`src/rtl/marquee_scroller.sv`:
```
// marquee_scroller: rotates a latched hex message one digit per prescaled step and shows the top DIGITS nibbles.
// Loop or single-pass scrolling with pause, stop and load; async active-low clear.
module marquee_scroller #(
    parameter int DIGITS     = 4,
    parameter int MSG_DIGITS = 8,
    parameter int DIV        = 1
) (
    input  logic                    clk3hz,
    input  logic                    clr,
    input  logic                    load,
    input  logic [4*MSG_DIGITS-1:0] msg,
    input  logic                    dir,
    input  logic                    mode,
    input  logic                    pause,
    input  logic                    stop,
    output logic [4*DIGITS-1:0]     dataBus,
    output logic                    busy,
    output logic                    done
);
    localparam int W  = 4 * MSG_DIGITS;
    localparam int PW = DIV > 1 ? $clog2(DIV) : 1;
    localparam int SW = $clog2(MSG_DIGITS);

    typedef enum logic [1:0] {IDLE, SCROLL, DONE} state_t;

    state_t          state;
    logic [W-1:0]    msg_r;
    logic            mode_r;
    logic [PW-1:0]   pcnt;
    logic [SW-1:0]   scnt;
    logic            last;

    assign dataBus = msg_r[W-1 -: 4*DIGITS];
    assign last    = scnt == SW'(MSG_DIGITS - 1);

    always_ff @(posedge clk3hz or negedge clr) begin
        if (!clr) begin
            state  <= IDLE;
            msg_r  <= '0;
            mode_r <= 1'b0;
            pcnt   <= '0;
            scnt   <= '0;
            busy   <= 1'b0;
            done   <= 1'b0;
        end else if (load) begin
            state  <= SCROLL;
            msg_r  <= msg;
            mode_r <= mode;
            pcnt   <= '0;
            scnt   <= '0;
            busy   <= 1'b1;
            done   <= 1'b0;
        end else if (stop && state != IDLE) begin
            state <= IDLE;
            busy  <= 1'b0;
            done  <= 1'b0;
        end else if (state == SCROLL && !pause) begin
            if (pcnt == PW'(DIV - 1)) begin
                pcnt  <= '0;
                msg_r <= dir ? {msg_r[3:0], msg_r[W-1:4]} : {msg_r[W-5:0], msg_r[W-1:W-4]};
                scnt  <= last ? '0 : scnt + SW'(1);
                // Single pass ends on the rotation that restores the loaded message
                if (last && mode_r) begin
                    state <= DONE;
                    busy  <= 1'b0;
                    done  <= 1'b1;
                end
            end else begin
                pcnt <= pcnt + PW'(1);
            end
        end
    end
endmodule

```
`config.mk`:
```
export PLATFORM = sky130hd
export DESIGN_NAME = marquee_scroller
export DESIGN_NICKNAME = d
export VERILOG_FILES = /design/src/rtl/marquee_scroller.sv
export SDC_FILE = /design/constraint.sdc
export NUM_CORES = 1
export LEC_CHECK = 0
export ABC_AREA = 1
export CAP_MARGIN = 40
export CORE_MARGIN = 4
export CORE_UTILIZATION = 51
export DETAILED_ROUTE_END_ITERATION = 10
export GPL_TIMING_DRIVEN = 1
export PLACE_DENSITY_LB_ADDON = 0.1
export SLEW_MARGIN = 10
export SYNTH_ARGS = -nofsm -noshare
export SYNTH_HDL_FRONTEND = slang
export SYNTH_SLANG_ARGS = --single-unit
```
`constraint.sdc`:
```
create_clock -name clk3hz -period 1.85 [get_ports clk3hz]
set_clock_uncertainty 0.2 [all_clocks]
set_input_delay 0.2775 -clock clk3hz [delete_from_list [all_inputs] [get_ports clk3hz]]
set_output_delay 0.2775 -clock clk3hz [all_outputs]
set_load 0.005 [all_outputs]
```
==> key figures <==
Status
  – Status: finished clean

Route
  – DRC Markers: 0
  – Detailed Route Iter0 Violations: 152
  – Vias per inst: between 4 and 5
  – Via Count: 2517
  – Routed len/inst: roughly 12 microns
  – WL final: between 6 and 7 mm
  – Drt pass-1 iters: 5
  – Final ANT Viol Nets: 0

Worst setup path
  – Worst setup path class: register to primary output
  – CP delay by family, top: buffers and inverters
  – Worst Path Buf+Inv: 1
  – Flop-to-flop setup slack: 0.45 ns
  – Worst reg2reg path endpoint: msg_r[0]
  – Worst reg2reg path depth: 6
  – Max incr delay on CP: 0.52 ns
  – Crit path launch type: register
  – CP cell instances: clkdlybuf4s50_1
  – WP data arrival: approximately 1.2 ns
  – Crit Reg-Reg Startpoint: state[0]
  – Worst path required time: roughly 1.4 ns
  – WP depth: 1
  – CP max FO: 3
  – CP endpoint kind: primary output
  – Crit path max-delay cell type: clkdlybuf4s50_1

GRT
  – GRT Total Usage: a little over a fifth
  – Largest net degree at the start of global routing: 39
  – Antenna violations before repair: 0
  – GRT overflow: 0
  – Vias in the first global route: between 2k and 2.5k
  – First-pass GRT wire length: 10.8 mm

CTS
  – Setup Buffers After CTS: 0
  – Clock sinks: 38
  – CTS tree: yes
  – Clk slew on worst S/H paths: about 0.080 ns
  – CTS H-tree depth: 2
  – Resized cells post-CTS: 0
  – Clk_lat worst skew: roughly 0.29 ns
  – Number of buffers created by CTS: 5
  – Clock Tree Root: clkbuf_8
  – CTS max path bufs: 2
  – Hold buffers post-CTS: 0

Layout
  – Layout Cells excl Fill: a little over 500
  – Area grow syn2layout: 24.3%
  – Nets: approximately 480
  – Layout cells sized above 1: between 5 and 6%
  – Most common cell after layout, fill and taps aside: nand2_1
  – Diodes inserted: 0
  – Most frequent cells in the layout: 202 x nand2_1, 71 x nand3_1, 56 x clkdlybuf4s50_1

Power and ir drop
  – P per Cell Area: slightly above 700 nW/um^2
  – Leakage power: between 1.5 and 2 nW
  – Worst vdd ir: between 0.4 and 0.5 mV

STA
  – Worst-Margin Slew: around 0.37 ns
  – Slew headroom: around 75%
  – F_max: slightly below 0.6 GHz
  – Final setup vio count: 0
  – Fin Setup TNS: 0 ns
  – Fin crit period: 1.69 ns
  – Hold Vio Cnt, Final: 0
  – RSZ-0062 raised after global routing: no
  – Period Utilization, post-route: between 90% and 100%
  – Count of pins over their slew limit: 0

Synthesis
  – Synth Cell Area: about 2600 sq um
  – Post-Synthesis Cells: ~400
  – Seq/Total Area, Yosys: between 30% and 40%
  – Synth warn: 0
  – Syn Area/Cell: 6.43 sq um
  – Cell variety after synth: 16
  – Net Count, Synth: around 440
  – Seq cells post-synth: 38

Die
  – IO Count: 57
  – Initial Util: about 54%
  – Die Ht: 79.1 microns
  – Full die area: 6260 sq um
  – Die extent in x: just under 80 microns
  – Core Footprint: 4820 sq um
  – Row count: 25

Placement
  – Post-DP HPWL: between 4 and 5 mm
  – Post-Place Cells: 496
  – GPL Wtd Cong: roughly 0.83
  – I/O Buffers: 56

Worst hold path
  – Hold/Removal Path Class: input port to asynchronous set/reset pin

Job
  – Max_cap viols: 0
area by class of cell:
type | count | area, sq um
tap | 67 | 83.8
clock inverter | 1 | 5.00
timing repair buffer | 68 | 726
clock buffer | 7 | 86.3
sequential | 38 | 951
fill | 459 | 1610
multi-input combinational | 284 | 1200
inverter | 39 | 149
power by group:
part,internal (W),leakage [nW],switching [W]
Sequential,0.000933,0.474,0.0000723
Clock,0.000301,0.0482,0.000296
Combinational,0.000327,1.26,0.000350
registers in the layout (all words and copies together), names as in the netlist:
| name | cells |
|---|---|
| done | 1 |
| state | 1 |
| scnt | 3 |
| mode_r | 1 |
| msg_r | 32 |
per-stage QoR:
step | util (%) | power [W] | cell area (sq um) | worst slack [ns] | hold WS, ns
6_report | 66.5 | 0.00228 | 3210 | 0.165 | 0.166
3_3_place_gp | 64.6 | 0.00169 | 3110 | 0.102 | 0.259
5_1_grt | 66.5 | 0.00242 | 3210 | 0.123 | 0.190
2_1_floorplan | - | 0.00145 | 2580 | 0.566 | -0.218
4_1_cts | 66.5 | 0.00229 | 3210 | 0.167 | 0.182
3_5_place_dp | 64.6 | 0.00170 | 3110 | 0.0898 | 0.260
Yosys cell counts:
cell type | instances | area share, %
a21oi_1 | 1 | 0.19
buf_2 | 15 | 2.9
buf_4 | 22 | 6.4
buf_6 | 3 | 1.3
dfrtp_1 | 38 | 37
ha_1 | 2 | 0.97
inv_1 | 36 | 5.2
inv_2 | 2 | 0.29
inv_4 | 1 | 0.24
nand2_1 | 202 | 29
nand2_4 | 1 | 0.44
nand3_1 | 71 | 14
nand3_4 | 1 | 0.68
nor2_1 | 3 | 0.44
nor2_4 | 1 | 0.44
o21ai_0 | 2 | 0.39
per-layer routing:
metal  vias to the layer above  GRT usage [%]  share of wire, %
met4                         0           4.47              0.75
met1                      1149           29.3                44
met5                         -              0                 0
met2                        80           35.3                48
li1                       1282              -                 -
met3                         6           3.40               6.7
logic make-up after synthesis:
| group | synth area share, % |
|---|---|
| simple gates | 45.2 |
| buf+inv | 16.4 |
| flops | 36.9 |
| compound gates | 0.582 |
| fa+ha+maj | 0.970 |
how the worst max path moves through the flow:
| stage | start | endpoint | slack [ns] |
|---|---|---|---|
| after CTS | msg_r[19] | dataBus[3] | 0.17 |
| after floorplan | scnt[0] | done | 0.57 |
| after global routing | msg_r[24] | dataBus[8] | 0.12 |
| final | msg_r[19] | dataBus[3] | 0.16 |
| after global placement | dir | msg_r[22] | 0.10 |
| after detailed placement | stop | msg_r[13] | 0.09 |
(Power assumes the default switching activity.)
